===== config.mk =====
export PLATFORM = sky130hd
export DESIGN_NAME = vram_port_arbiter_flat
export DESIGN_NICKNAME = d
export VERILOG_FILES = /design/src/rtl/vram_port_arbiter_if.sv /design/src/rtl/vram_port_arbiter.sv /design/src/flat_wrapper.sv
export SDC_FILE = /design/constraint.sdc
export NUM_CORES = 1
export LEC_CHECK = 0
export CELL_PAD_IN_SITES_DETAIL_PLACEMENT = 0
export CELL_PAD_IN_SITES_GLOBAL_PLACEMENT = 1
export CORE_UTILIZATION = 29
export CTS_CLUSTER_DIAMETER = 60
export DETAILED_ROUTE_END_ITERATION = 6
export GPL_TIMING_DRIVEN = 0
export PLACE_DENSITY_LB_ADDON = 0.1
export SLEW_MARGIN = 20
export SYNTH_ARGS = -nofsm -noshare
export SYNTH_HDL_FRONTEND = slang
export SYNTH_SLANG_ARGS = --single-unit
export TNS_END_PERCENT = 5

===== constraint.sdc =====
create_clock -name clk -period 2.6 [get_ports clk]
set_clock_uncertainty 0.15 [all_clocks]
set_input_delay 0.52 -clock clk [delete_from_list [all_inputs] [get_ports clk]]
set_output_delay 0.52 -clock clk [all_outputs]
set_load 0.05 [all_outputs]

===== src/rtl/vram_port_arbiter_if.sv =====
// Signal bundle between the VRAM port arbiter and its surroundings:
// sync-generator counters, the write clients, the VRAM port and the
// colour stage.
interface vram_port_arbiter_if #(
  parameter int NUM_REQ = 4,
  parameter int DATA_W  = 8,
  parameter int ADDR_W  = 15
);
  logic                      in_display;
  logic [10:0]               scan_x;
  logic [8:0]                scan_y;
  logic [NUM_REQ-1:0]        req;
  logic [NUM_REQ*ADDR_W-1:0] req_addr;
  logic [NUM_REQ*DATA_W-1:0] req_data;
  logic [NUM_REQ-1:0]        gnt;
  logic                      mem_en;
  logic                      mem_we;
  logic [ADDR_W-1:0]         mem_addr;
  logic [DATA_W-1:0]         mem_wdata;
  logic [DATA_W-1:0]         mem_rdata;
  logic [DATA_W-1:0]         pixel;
  logic                      pixel_valid;

  // Arbiter side: takes counters, requests and read data, owns the port.
  modport slave (
    input  in_display, scan_x, scan_y,
    input  req, req_addr, req_data,
    input  mem_rdata,
    output gnt,
    output mem_en, mem_we, mem_addr, mem_wdata,
    output pixel, pixel_valid
  );

  // Environment side: sync generator, clients, VRAM and colour stage.
  modport master (
    output in_display, scan_x, scan_y,
    output req, req_addr, req_data,
    output mem_rdata,
    input  gnt,
    input  mem_en, mem_we, mem_addr, mem_wdata,
    input  pixel, pixel_valid
  );
endinterface


===== src/rtl/vram_port_arbiter.sv =====
// Single-port VRAM owner. While the beam is in the active area the port
// performs scanout reads addressed from the sync counters; during
// blanking it hands out single-cycle write slots round-robin to the
// drawing clients. Scanout data comes back two edges after the counters
// were sampled.
module vram_port_arbiter #(
  parameter int NUM_REQ    = 4,
  parameter int DATA_W     = 8,
  parameter int ADDR_W     = 15,
  parameter int LINE_WORDS = 160,
  parameter int H_SHIFT    = 3,
  parameter int V_SHIFT    = 2
) (
  input logic                clk,
  input logic                rst_n,
  vram_port_arbiter_if.slave bus
);

  localparam int PTR_W = (NUM_REQ > 1) ? $clog2(NUM_REQ) : 1;

  typedef enum logic {
    ARB  = 1'b0,
    SCAN = 1'b1
  } portState_t;

  portState_t         state;
  logic [PTR_W-1:0]   rrPtr;
  logic [NUM_REQ-1:0] gntQ;
  logic               memEnQ;
  logic               memWeQ;
  logic [ADDR_W-1:0]  memAddrQ;
  logic [DATA_W-1:0]  memWdataQ;
  logic               scanReadQ;
  logic [DATA_W-1:0]  pixelQ;
  logic               pixelValidQ;

  logic [NUM_REQ-1:0] eligible;
  logic               pickValid;
  logic [PTR_W-1:0]   pickIdx;
  logic [PTR_W-1:0]   cand;
  logic [ADDR_W-1:0]  scanAddr;
  logic [ADDR_W-1:0]  pickAddr;
  logic [DATA_W-1:0]  pickData;

  // Word address of the pixel under the beam: row * line length + column.
  always_comb begin
    scanAddr = ADDR_W'((32'(bus.scan_y >> V_SHIFT) * 32'(LINE_WORDS))
                       + 32'(bus.scan_x >> H_SHIFT));
  end

  // Round-robin pick: first requester after rrPtr, skipping whoever held
  // the port last cycle so a held request cannot be written twice.
  always_comb begin
    eligible  = bus.req & ~gntQ;
    pickValid = 1'b0;
    pickIdx   = '0;
    cand      = '0;
    for (int off = NUM_REQ; off >= 1; off--) begin
      cand = PTR_W'((int'(rrPtr) + off) % NUM_REQ);
      if (eligible[cand]) begin
        pickValid = 1'b1;
        pickIdx   = cand;
      end
    end
  end

  // Address and data of the winning client, sliced from the flat buses.
  always_comb begin
    pickAddr = bus.req_addr[int'(pickIdx)*ADDR_W +: ADDR_W];
    pickData = bus.req_data[int'(pickIdx)*DATA_W +: DATA_W];
  end

  // Port FSM: scanout read when in the active area, otherwise one granted write.
  always_ff @(posedge clk or negedge rst_n) begin
    if (!rst_n) begin
      state     <= ARB;
      rrPtr     <= PTR_W'(NUM_REQ - 1);
      gntQ      <= '0;
      memEnQ    <= 1'b0;
      memWeQ    <= 1'b0;
      memAddrQ  <= '0;
      memWdataQ <= '0;
    end else if (bus.in_display) begin
      state    <= SCAN;
      gntQ     <= '0;
      memEnQ   <= 1'b1;
      memWeQ   <= 1'b0;
      memAddrQ <= scanAddr;
    end else begin
      state <= ARB;
      if (pickValid) begin
        gntQ      <= NUM_REQ'(1) << pickIdx;
        memEnQ    <= 1'b1;
        memWeQ    <= 1'b1;
        memAddrQ  <= pickAddr;
        memWdataQ <= pickData;
        rrPtr     <= pickIdx;
      end else begin
        gntQ   <= '0;
        memEnQ <= 1'b0;
        memWeQ <= 1'b0;
      end
    end
  end

  // Return path: a read on the port this cycle lands in pixel two edges after the sample.
  always_ff @(posedge clk or negedge rst_n) begin
    if (!rst_n) begin
      scanReadQ   <= 1'b0;
      pixelQ      <= '0;
      pixelValidQ <= 1'b0;
    end else begin
      scanReadQ <= (state == SCAN);
      if (scanReadQ) begin
        pixelQ      <= bus.mem_rdata;
        pixelValidQ <= 1'b1;
      end else begin
        pixelValidQ <= 1'b0;
      end
    end
  end

  assign bus.gnt         = gntQ;
  assign bus.mem_en      = memEnQ;
  assign bus.mem_we      = memWeQ;
  assign bus.mem_addr    = memAddrQ;
  assign bus.mem_wdata   = memWdataQ;
  assign bus.pixel       = pixelQ;
  assign bus.pixel_valid = pixelValidQ;

endmodule


===== src/flat_wrapper.sv =====
// flat-port wrapper written by rule: the top's interface ports become plain ports
module vram_port_arbiter_flat 
#(
  parameter int NUM_REQ    = 4,
  parameter int DATA_W     = 8,
  parameter int ADDR_W     = 15,
  parameter int LINE_WORDS = 160,
  parameter int H_SHIFT    = 3,
  parameter int V_SHIFT    = 2
)
  (clk, rst_n, bus_in_display, bus_scan_x, bus_scan_y, bus_req, bus_req_addr, bus_req_data, bus_mem_rdata, bus_gnt, bus_mem_en, bus_mem_we, bus_mem_addr, bus_mem_wdata, bus_pixel, bus_pixel_valid);
  vram_port_arbiter_if #(.NUM_REQ(NUM_REQ), .DATA_W(DATA_W), .ADDR_W(ADDR_W)) bus_i ();
  input logic clk;
  input logic rst_n;
  input wire logic [$bits(bus_i.in_display)-1:0] bus_in_display;
  input wire logic [$bits(bus_i.scan_x)-1:0] bus_scan_x;
  input wire logic [$bits(bus_i.scan_y)-1:0] bus_scan_y;
  input wire logic [$bits(bus_i.req)-1:0] bus_req;
  input wire logic [$bits(bus_i.req_addr)-1:0] bus_req_addr;
  input wire logic [$bits(bus_i.req_data)-1:0] bus_req_data;
  input wire logic [$bits(bus_i.mem_rdata)-1:0] bus_mem_rdata;
  output wire logic [$bits(bus_i.gnt)-1:0] bus_gnt;
  output wire logic [$bits(bus_i.mem_en)-1:0] bus_mem_en;
  output wire logic [$bits(bus_i.mem_we)-1:0] bus_mem_we;
  output wire logic [$bits(bus_i.mem_addr)-1:0] bus_mem_addr;
  output wire logic [$bits(bus_i.mem_wdata)-1:0] bus_mem_wdata;
  output wire logic [$bits(bus_i.pixel)-1:0] bus_pixel;
  output wire logic [$bits(bus_i.pixel_valid)-1:0] bus_pixel_valid;
  assign bus_i.in_display = bus_in_display;
  assign bus_i.scan_x = bus_scan_x;
  assign bus_i.scan_y = bus_scan_y;
  assign bus_i.req = bus_req;
  assign bus_i.req_addr = bus_req_addr;
  assign bus_i.req_data = bus_req_data;
  assign bus_i.mem_rdata = bus_mem_rdata;
  assign bus_gnt = bus_i.gnt;
  assign bus_mem_en = bus_i.mem_en;
  assign bus_mem_we = bus_i.mem_we;
  assign bus_mem_addr = bus_i.mem_addr;
  assign bus_mem_wdata = bus_i.mem_wdata;
  assign bus_pixel = bus_i.pixel;
  assign bus_pixel_valid = bus_i.pixel_valid;
  vram_port_arbiter #(.NUM_REQ(NUM_REQ), .DATA_W(DATA_W), .ADDR_W(ADDR_W), .LINE_WORDS(LINE_WORDS), .H_SHIFT(H_SHIFT), .V_SHIFT(V_SHIFT)) u_core (.clk(clk), .rst_n(rst_n), .bus(bus_i));
endmodule

## Word-level counts from Yosys, hierarchy flattened

Index checks and enable logic that the tools add are counted.

| cells by class | value |
|---|---|
| muxes and demuxes | 25 |
| $mul | 2 |
| shift-type cells | 3 |
| $add $sub $neg | 5 |
| bitwise logic cells | 3 |
| $lt $le $gt $ge | 4 |
| reduce and logical (&&, ||, !) cells | 2 |
| divide/modulo/power cells | 0 |
| equality and inequality tests | 0 |

Operators by type and width:

| cell | number |
|---|---|
| indexed part select 60 x 32 -> 15 bit | 1 |
| indexed part select 32 x 6 -> 8 bit | 1 |
| 2-to-1 mux 15 bit | 2 |
| adder 15 x 8 -> 15 bit | 1 |
| 2-to-1 mux 1 bit | 13 |
| < comparator 2 x 3 -> 1 bit (second input constant) | 4 |
| multiplier 7 x 3 -> 10 bit (second input constant) | 1 |
| binary-select mux 1 bit (select 2 bit) | 4 |
| 2-to-1 mux 2 bit | 4 |
| 2-to-1 mux 4 bit | 2 |
| multiplier 2 x 4 -> 6 bit (second input constant) | 1 |
| adder 2 x 1 -> 2 bit (second input constant) | 2 |
| adder 2 bit (second input constant) | 2 |
| bitwise AND 4 bit | 1 |
| inverter 4 bit | 1 |
| << shifter 1 x 2 -> 4 bit (first input constant) | 1 |
| AND reduction 2 bit | 1 |
| nonzero test 2 bit | 1 |
| inverter 1 bit | 1 |

| word-level totals | value |
|---|---|
| bits in registers | 42 |
| ROM bits | 0 |
| input bits | 127 |
| RAM bits | 0 |
| memories kept | 0 |
| latch bits | 0 |

## Longest topological paths before layout

Gate-level depths: netlist (run 1).

| depth | value |
|---|---|
| depth in word-level cells | 12 |
| gate-level depth with buffers | 10 |
| mapped depth without buffers | 10 |

## Worst setup path after synthesis (run 1)

Ideal clock, no wire load.

| timing path | value |
|---|---|
| path kind | input -> register |
| start point | in bus_scan_y[3] |
| end point | reg u_core.memAddrQ[13], in the netlist u_core.bus.mem_addr[13] |
| arrival time | 2.448 ns |
| buffers on the path | 0 |
| slack | -0.122 ns |
| cell stages on the path | 10 |
| library setup time | 0.124 ns |
| required time | 2.326 ns |
| cells stage by stage | ha_1 -> ha_1 -> inv_1 -> fa_1 -> nand2b_1 -> a21oi_1 -> xnor2_1 -> nand3_1 -> xnor2_1 -> a211o_1 |

| on the way | value |
|---|---|
| cells in the longest elaborated chain, start to end | 3 |

Ends and longest elaborated chain:

| what | line | text |
|---|---|---|
| from (decl) | flat_wrapper.sv:17 | `input wire logic [$bits(bus_i.scan_y)-1:0] bus_scan_y;` |
| multiplier 7 x 3 -> 10 bit | vram_port_arbiter.sv:47 | `scanAddr = ADDR_W'((32'(bus.scan_y >> V_SHIFT) * 32'(LINE_WORDS))` |
| adder 15 x 8 -> 15 bit | vram_port_arbiter.sv:48 | `+ 32'(bus.scan_x >> H_SHIFT));` |
| 2-to-1 mux 15 bit | vram_port_arbiter.sv:83 | `end else if (bus.in_display) begin` |
| to (signal assigned) | vram_port_arbiter.sv:88 | `memAddrQ <= scanAddr;` |
| to (signal assigned) | vram_port_arbiter.sv:95 | `memAddrQ <= pickAddr;` |
| to (decl) | vram_port_arbiter.sv:31 | `logic [ADDR_W-1:0] memAddrQ;` |

Every way passes these cells.
A chain may end at the register's enable or synchronous reset.

## Worst setup path in the final report (run 1)

Same ends and word-level chain as after synthesis.

==> flow_summary.ini, run 1 <==
[status]
status = finished with violations
failed_checks = setup timing

[logic_synthesis]
yosys_most_used_dff = dfrtp_1
yosys_warnings = 0
syn_area_per_cell_sq_um = 9.694
synth_fp_nets = 467
synth-edff-count = 0
synth-seq-cells = 42
netlist_instances = 325
synth-async-reset-ratio = 1.000
synth_top_area_share = 0.3177
ys_types = 55
ys_top_cells_by_area = dfrtp_1, mux2i_1, ha_1
synth_top_area_cell = dfrtp_1
ys_seq_area_frac = 0.3344
synth_area_sq_um = 3151

[sta]
setup_slack_ns = -0.01675
grt_setup_unrepaired = true
period_minus_slack_ns = 2.617
max_slew_margin = 0.5940
final-hold-violation-count = 0
worstMarginPinSlew_ns = 0.6063
slew_viol_final = 0
fmax_mhz = 382.2
final-setup-viol-count = 1
finalCritPeriodShare = 1.006

[finish]
layout-drive-gt1-share = 0.1546
nFillCells = 1028
final_common_cell = clkdlybuf4s50_1
final_util = 0.5005
multiInputGateArea_sq_um = 2077
diodes = 0
final_cell_mix = clkdlybuf4s50_1, dfrtp_1, mux2i_1, nand2_1, nor2_1
final-instance-count-excl-fill = 634
area_growth_pct = 65.49
regArea_sq_um = 1054
nNetsFinal = 639

[worst_hold_path]
min_path_type = in -> async

[worst_setup_path]
end_kind = flip-flop
cp_common_cell = xnor2_2
crit_path_start_kind = input port
path_class = in -> reg
crit_chain = clkdlybuf4s15_2 -> ha_1 -> ha_2 -> inv_2 -> fa_2 -> nand2b_4 -> a21oi_4 -> xnor2_2 -> nand3_2 -> xnor2_2 -> a211o_1
crit_fanout = 3
cpPeakStageDelay_ns = 0.38
required_ns = 2.64
cp.arrival_ns = 2.65
cp_slowest_cell = fa_2

[floorplanning]
core_sq_um = 10420
initial_core_util = 0.3025
die_w_um = 106.2
pin_count = 165
die_h_um = 106.2
std_cell_rows = 37
dieArea_sq_um = 11280

[detailed_routing]
routed_wl_um = 10390
drtAntennaViolNets = 0
dr.pass1.iters = 4
vias = 3131
wire_per_inst_um = 16.39
vias_per_cell = 4.938
drtIter0Drc = 108
drcViolationCount = 0

[global_route]
grt_pass1_vias = 3290
grt.overflow.total = 0
grt_max_degree = 23
grt_pass1_wl_um = 16560
antenna_found_initial = 0
grt_use_total = 0.1878

[placed_design]
place_congestion = 0.7928
place_inst = 621
numPortBuffers = 159
dp_hpwl_um = 7991

[clock_tree]
root_buffer = clkbuf_8
clk_pin_slew_worst_paths_ns = 0.09
insertion_delay_ns = 0.30
htreeDepth = 2
cts_hold_buffers = 0
clockBufferDepth = 2
numCtsBuffers = 5
cts_num_sinks = 42
cts_tree = done

[pwr]
p_per_area_nw_per_um2 = 831.0
power.leakage_uw = 0.002196
peakVddDrop_mv = 0.3811

[job]
max-cap-violations = 0
## through the flow
stage / TNS, ns / hold WS (ns) / instance area (sq um) / power, uW / setup slack (ns)
floorplan: 0 / 0.07441 / 3223 / 2910 / 0.004533
global placement: -24.57 / 0.1894 / 4985 / 3847 / -0.6429
CTS: -0.01090 / 0.06548 / 5172 / 4340 / -0.01090
detailed placement: -9.665 / 0.1918 / 5007 / 3854 / -0.6652
global route: -0.1398 / 0.09384 / 5214 / 4597 / -0.07408
finish: -0.01675 / 0.05322 / 5214 / 4333 / -0.01675
## state kept, by name, summed over array words and instances (netlist names)
register and cells:
u_core.bus.pixel_valid 1, u_core.bus.mem_addr 15, u_core.bus.pixel 8, u_core.scanReadQ 1, u_core.rrPtr 2, u_core.bus.mem_wdata 8
u_core.bus.mem_en 1, u_core.bus.mem_we 1, u_core.bus.gnt 4, u_core.state 1
## critical path: cells and delay by family
family / cells / cell delay [ns]
fa+ha+maj: 3 / 0.86
compound gates: 2 / 0.41
xor+xnor: 2 / 0.31
simple gates: 2 / 0.29
buf+inv: 2 / 0.25
## kinds of logic after synthesis
| kind of cell | count (synthesis) | synth area share |
|---|---|---|
| and+or+nand+nor | 100 | 0.1692 |
| AOI/OAI and AO/OA | 81 | 0.2006 |
| muxes | 46 | 0.1537 |
| DFF | 42 | 0.3344 |
| buffers and inverters | 33 | 0.05520 |
| adders and majority gates | 16 | 0.06752 |
| xor gates and xnor gates | 7 | 0.01946 |
## cells in the mapped netlist (8+ instances only)
| master | n |
|---|---|
| and2_1 | 9 |
| inv_1 | 13 |
| clkbuf_1 | 10 |
| ha_1 | 13 |
| dfrtp_1 | 40 |
| o221ai_1 | 9 |
| mux2_2 | 11 |
| mux2i_1 | 33 |
| nand2_1 | 27 |
| nor2b_1 | 11 |
| nor2_1 | 21 |
| o21ai_0 | 11 |
| a211oi_1 | 13 |
| a221oi_1 | 8 |
## power by group
group / leakage, uW / switching [uW] / internal [uW] / total (uW)
registers: 0.000498 / 127 / 860 / 987
logic: 0.00165 / 1700 / 1200 / 2910
clock network: 0.0000452 / 247 / 190 / 438
total: 0.00220 / 2080 / 2250 / 4330
## cell type report
cell class	instances	area share
well taps	136	0.03264
inverters	14	0.01008
multi-input cells	250	0.3984
plain buffers	19	0.02424
repair buffers	165	0.3161
clock buffers	6	0.01392
flip-flops and latches	42	0.2021
clock inverters	2	0.002640
## timing repair
action                                  4_1_cts  5_1_grt
pin swaps                                    15        3
endpoints found under the setup margin       16       22
gates resized for setup                      23        9
endpoints found under the hold margin         0        0
setup buffers                                 3        2
## worst paths after layout
path | cells past startpoint | slack (ns) | from | to
max | 11 | -0.02 | bus_scan_y[3] | u_core.bus.mem_addr[13]
min | 1 | 0.05 | rst_n | u_core.bus.gnt[3]
max reg2reg | 7 | 0.29 | u_core.rrPtr[1] | u_core.bus.mem_wdata[1]
min reg2reg | 0 | 0.21 | u_core.state | u_core.scanReadQ
max in group asynchronous | 2 | 1.74 | rst_n | u_core.bus.pixel[0]
min in group clk | 0 | 0.21 | u_core.state | u_core.scanReadQ
## per-layer routing
layer | global-route usage | up-vias | routed length, um
met5 | 0 | - | 0
met4 | 0.03472 | 0 | 53
met3 | 0.05518 | 4 | 938
met2 | 0.3080 | 136 | 4736
met1 | 0.2458 | 1447 | 4662
li1 | - | 1544 | -
Power figures use the tool's default switching activity.
==> run 2, diff against run 1 <==
--- a/config.mk
+++ b/config.mk
@@ -7,10 +7,11 @@
 export LEC_CHECK = 0
 export CELL_PAD_IN_SITES_DETAIL_PLACEMENT = 0
 export CELL_PAD_IN_SITES_GLOBAL_PLACEMENT = 1
-export CORE_UTILIZATION = 29
+export CORE_UTILIZATION = 31
 export CTS_CLUSTER_DIAMETER = 60
 export DETAILED_ROUTE_END_ITERATION = 6
 export GPL_TIMING_DRIVEN = 0
+export MAX_ROUTING_LAYER = met4
 export PLACE_DENSITY_LB_ADDON = 0.1
 export SLEW_MARGIN = 20
 export SYNTH_ARGS = -nofsm -noshare
==> constraint.sdc (replaced) <==
create_clock -name clk -period 3.23 [get_ports clk]
set_clock_uncertainty 0.15 [all_clocks]
set_input_delay 0.646 -clock clk [delete_from_list [all_inputs] [get_ports clk]]
set_output_delay 0.646 -clock clk [all_outputs]
set_load 0.05 [all_outputs]
==> run 2 against run 1 <==
The run now ends clean. Sequential power fell by 19%. Clock power shrank 2%. Clock-buffer cell count unchanged. Cell count fell by 0.95%. Combinational power shrank 22%. Critical path depth unchanged. Flip-flop and latch count is the same.
==> flow_summary.ini, run 2 (synthesized netlist as in run 1, its figures left out) <==
[detailed_routing]
wl_met3_um = 740
maxUsedRoutingLayer = met4
drcViolationCount = 0
drtAntennaViolNets = 0
vias_per_cell = 5.035
wl_met2_um = 4875
met1Wirelength_um = 4322
vias = 3162
dr.pass1.iters = 4
routed_wl_um = 10130
drtIter0Drc = 114
wire_per_inst_um = 16.12

[floorplanning]
core_sq_um = 9819
initial_core_util = 0.3208
die_w_um = 102.8
die_h_um = 102.8
pin_count = 165
dieArea_sq_um = 10570
std_cell_rows = 36

[finish]
largest_reg_flops = 15
final_cell_mix = clkdlybuf4s50_1, dfrtp_1, mux2i_1, nand2_1, nor2_1
final_common_cell = clkdlybuf4s50_1
layout-drive-gt1-share = 0.1071
area_growth_pct = 61.80
stdcell_area_sq_um = 5097
nNetsFinal = 636
nFillCells = 955
diodes = 0

[clock_tree]
clk_pin_slew_worst_paths_ns = 0.09
htreeDepth = 2
insertion_delay_ns = 0.30
root_buffer = clkbuf_8
numCtsBuffers = 5
clockBufferDepth = 2
cts_num_sinks = 42
cts_tree = done
cts_hold_buffers = 0

[sta]
period_minus_slack_ns = 3.145
max_slew_margin = 0.5612
final-setup-viol-count = 0
worstMarginPinSlew_ns = 0.6553
grt_setup_unrepaired = true
finalCritPeriodShare = 0.9738
final-hold-violation-count = 0
slew_viol_final = 0
fmax_mhz = 317.9

[global_route]
grt.overflow.total = 0
antenna_found_initial = 0
grt_max_degree = 29
grt_use_total = 0.1963
grt_pass1_vias = 3163
grt_pass1_wl_um = 15320

[job]
max-cap-violations = 0

[worst_setup_path]
cp_slowest_cell = clkdlybuf4s50_1
crit_fanout = 3
cpPeakStageDelay_ns = 0.46
cp.arrival_ns = 3.20
end_kind = flip-flop
crit_chain = clkdlybuf4s50_1 -> ha_1 -> ha_1 -> inv_1 -> fa_1 -> xnor2_2 -> nand2b_1 -> nor4_4 -> xnor2_1 -> o21ai_0 -> a21o_1
crit_path_start_kind = input port
cp_common_cell = ha_1
path_class = in -> reg
required_ns = 3.29

[pwr]
power.leakage_uw = 0.002138
p_per_area_nw_per_um2 = 687.9
peakVddDrop_mv = 0.3095
power.total_uw = 3506

[placed_design]
place_congestion = 0.7875
numPortBuffers = 159
dp_hpwl_um = 7984
placed_area_sq_um = 4923

[worst_hold_path]
min_path_type = in -> async

[status]
status = finished clean
-- run 2: worst paths after layout --
kind / from / slack, ns / endpoint / cells after the start
max: bus_scan_y[3] / 0.08 / u_core.bus.mem_addr[12] / 11
max reg2reg: u_core.rrPtr[1] / 0.75 / u_core.bus.mem_wdata[5] / 7
min in group clk: u_core.state / 0.21 / u_core.scanReadQ / 0
max in group asynchronous: rst_n / 2.28 / u_core.rrPtr[1] / 2
min: rst_n / 0.10 / u_core.bus.pixel[1] / 1
min reg2reg: u_core.state / 0.21 / u_core.scanReadQ / 0
-- run 2: cell type report --
class                           count  area [sq um]  area share
Clock inverter                      2         37.54    0.007364
Inverter                           14         52.55     0.01031
Tap cell                          133         166.4     0.03265
Clock buffer                        6         72.57     0.01424
Multi-Input combinational cell    250          1972      0.3868
Buffer                             19         121.4     0.02381
Timing Repair Buffer              162          1622      0.3181
Sequential cell                    42          1054      0.2067
-- run 2: through the flow --
stage / hold WS (ns) / utilization / cells / setup slack [ns] / TNS, ns
finish: 0.1033 / 0.5191 / 628 / 0.08462 / 0
global route: 0.1147 / 0.5191 / 628 / -0.07642 / -0.09768
CTS: 0.09865 / 0.5133 / 626 / 0.0006777 / 0
detailed placement: 0.1998 / 0.5014 / 618 / -0.3844 / -0.9706
global placement: 0.1851 / 0.4999 / 617 / -0.3557 / -0.8483
floorplan: 0.1812 / - / 325 / 0.3819 / 0
-- run 2: critical path, delay by kind of cell --
kind / cells / cell delay, ns
adder cells (fa/ha/maj): 3 / 0.89
AND/OR/NAND/NOR: 2 / 0.46
XOR/XNOR: 2 / 0.41
buffers and inverters: 2 / 0.52
AO/OA/AOI/OAI: 2 / 0.29
-- run 2: layer usage --
| metal | track usage | up-vias |
|---|---|---|
| li1 | - | 1536 |
| met1 | 0.2440 | 1492 |
| met2 | 0.3226 | 118 |
| met3 | 0.03797 | 16 |
| met4 | 0.05959 | 0 |
| met5 | - | - |
-- run 2: repair_timing --
| action | in CTS | in global routing |
|---|---|---|
| gates resized for setup | 1 | 6 |
| setup endpoints to repair | 1 | 3 |
| buffers inserted | 0 | 2 |
| hold endpoints to repair | 0 | 0 |
| pin swaps | 0 | 2 |
-- run 2: report_power, final --
group	switching (uW)	total [uW]	internal (uW)
Combinational	1340	2280	936
Sequential	105	798	693
Clock	200	431	231
Total	1650	3510	1860
==> run 3, diff against run 2 <==
--- a/config.mk
+++ b/config.mk
@@ -5,9 +5,10 @@
 export SDC_FILE = /design/constraint.sdc
 export NUM_CORES = 1
 export LEC_CHECK = 0
+export ABC_AREA = 1
 export CELL_PAD_IN_SITES_DETAIL_PLACEMENT = 0
 export CELL_PAD_IN_SITES_GLOBAL_PLACEMENT = 1
-export CORE_UTILIZATION = 31
+export CORE_UTILIZATION = 29
 export CTS_CLUSTER_DIAMETER = 60
 export DETAILED_ROUTE_END_ITERATION = 6
 export GPL_TIMING_DRIVEN = 0
==> run 3 against run 2 <==
Register-to-register slack better by 0.06 ns. First-iteration DRC count is 73% higher. Hold slack better by 0.095 ns. Utilization is 4.0 points lower. Design area is 3.2% higher. Global-route usage is 0.39 points higher. Routed wire length is 9.9% higher. Synthesized cell count is 50% higher. Combinational power is 88% higher. Non-clock buffer count stayed put. Critical path type unchanged. Highest routed layer unchanged.
==> flow_summary.ini, run 3 <==
[logic_synthesis]
synth_compound_area_frac = 0.09511
synth_top_area_cell = dfrtp_1
netlist_instances = 487
synthMuxAreaShare = 0.02728
synth-async-reset-ratio = 1.000
synth_fp_nets = 629
synth_top_area_share = 0.3031
ys_top_cells_by_area = dfrtp_1, nand2_1, inv_1
yosys_warnings = 0
synthAdderAreaFrac = 0.06139
yosys_most_used_dff = dfrtp_1
syn_area_per_cell_sq_um = 6.780
synth-seq-cells = 42
synth-edff-count = 0
synth_area_sq_um = 3302
synth_xor_area_frac = 0.02349
yosysMostFrequentCell = nand2_1
yosys.area_share.simple = 0.3300
ys_seq_area_frac = 0.3191
synth_top_family_by_area = simple AND/OR/NAND/NOR gates
ys_top_cells_by_count = nand2_1, inv_1, nand3_1
ys_types = 31

[global_route]
grt.overflow.total = 0
grt_use_total = 0.2002
grt_pass1_wl_um = 17710
antenna_found_initial = 0
grt_max_degree = 23
grt_pass1_vias = 3603

[floorplanning]
die_w_um = 108.7
dieArea_sq_um = 11820
initial_core_util = 0.3006
die_h_um = 108.7
core_sq_um = 10980
std_cell_rows = 38
pin_count = 165

[sta]
grt_setup_unrepaired = false
slew_viol_final = 0
final-setup-viol-count = 0
setup_slack_ns = 0.2427
finalSetupTns_ns = 0
period_minus_slack_ns = 2.987
finalCritPeriodShare = 0.9249
final-hold-violation-count = 0
fmax_mhz = 334.8
max_slew_margin = 0.6274
worstMarginPinSlew_ns = 0.5589

[finish]
diodes = 0
nNetsFinal = 796
largest_reg_flops = 15
area_growth_pct = 59.34
final_common_cell = clkdlybuf4s50_1
final_cell_mix = clkdlybuf4s50_1, nand2_1, inv_1, nand3_1, dfrtp_1
layout-drive-gt1-share = 0.07634

[pwr]
power.leakage_uw = 0.002600
power.total_uw = 5716
p_per_area_nw_per_um2 = 1086
peakVddDrop_mv = 0.6868

[detailed_routing]
routed_wl_um = 11120
dr.pass1.iters = 4
wire_per_inst_um = 13.99
vias_per_cell = 4.513
drtIter0Drc = 197
vias = 3588
drtAntennaViolNets = 0
drcViolationCount = 0

[worst_setup_path]
cp.arrival_ns = 3.05
path_class = in -> reg
crit_fanout = 3
crit_path_start_kind = input port
required_ns = 3.29
end_kind = flip-flop
reg2reg_slack_ns = 0.81

[placed_design]
pre_cts_slack_ns = -0.1031
place_congestion = 0.8267
dp_hpwl_um = 8819
numPortBuffers = 159

[clock_tree]
cts_tree = done
insertion_delay_ns = 0.28
numCtsBuffers = 5
root_buffer = clkbuf_16
clockBufferDepth = 2
cts_hold_buffers = 0
clk_pin_slew_worst_paths_ns = 0.07
htreeDepth = 2
cts_num_sinks = 42

[job]
max-cap-violations = 0

[status]
status = finished clean

[worst_hold_path]
min_path_type = in -> async
-- run 3: cell count changes after synthesis, moves of 9 or more --
| cell | change |
|---|---|
| a211oi_1 | -13 |
| a21oi_1 | +10 |
| and2_1 | -9 |
| buf_2 | +9 |
| inv_1 | +76 |
| mux2i_1 | -33 |
| nand2_1 | +104 |
| nand3_1 | +58 |
| nand3b_1 | +13 |
| nor2b_1 | -11 |
| o21ai_0 | +18 |
| o221ai_1 | -9 |
-- run 3: logic make-up (layout without fill, tap and decap cells) --
group | Yosys count | after routing
compound gates | 56 | 56
xor+xnor | 8 | 8
fa+ha+maj | 15 | 15
buf+inv | 115 | 283
flops | 42 | 42
mux | 8 | 8
simple gates | 243 | 243
-- run 3: timing repair --
item                       CTS  global route
resized for setup            0             1
setup endpoints to repair    0             2
setup buffers                0             0
hold endpoints to repair     0             0
-- run 3: cell type report --
class,instances,area (sq um)
timing repair buffer,160,1614
fill,1142,5722
buffer,21,121.4
multi-input combinational,330,1782
sequential,42,1054
inverter,94,352.8
clock buffer,7,132.6
clock inverter,1,30.03
tap,140,175.2
-- run 3: path summary, 6_finish.rpt --
kind / from / endpoint / cells after the start
worst max register to register: u_core.rrPtr[0] / u_core.bus.mem_addr[12] / 12
worst min register to register: u_core.state / u_core.scanReadQ / 0
max in group asynchronous: rst_n / u_core.rrPtr[0] / 2
worst max-delay path: bus_scan_y[3] / u_core.bus.mem_addr[13] / 13
min in group clk: u_core.state / u_core.scanReadQ / 0
worst min-delay path: rst_n / u_core.bus.gnt[0] / 1
-- run 3: per-layer routing --
| layer | routed length [um] | global-route usage |
|---|---|---|
| met1 | 5248 | 0.2623 |
| met5 | 0 | - |
| met2 | 5065 | 0.3264 |
| met3 | 748 | 0.03527 |
| met4 | 59 | 0.03475 |
-- run 3: through the flow --
stage	cells	utilization	hold WS, ns	cell area [sq um]
after detailed placement	787	0.4635	0.1847	5091
after global routing	795	0.4790	0.2239	5261
after global placement	786	0.4615	0.1843	5069
final	795	0.4790	0.1981	5261
after floorplan	487	-	0.1812	3302
after CTS	795	0.4784	0.1988	5254
-- run 3: power by group --
group | internal [uW] | switching (uW) | total [uW] | leakage (uW)
clock | 366 | 208 | 574 | 0.0000781
combinational | 1480 | 2800 | 4280 | 0.00202
sequential | 747 | 118 | 865 | 0.000498
-- run 3: worst max-delay path, stage by stage --
cell,delay (ns)
clkdlybuf4s50_1,0.46
ha_1,0.31
ha_1,0.17
inv_1,0.05
fa_1,0.39
xor2_1,0.19
nor3_1,0.29
nand3b_1,0.13
nand2_1,0.07
nand2_1,0.04
o21ai_0,0.15
inv_1,0.06
nor2_1,0.09
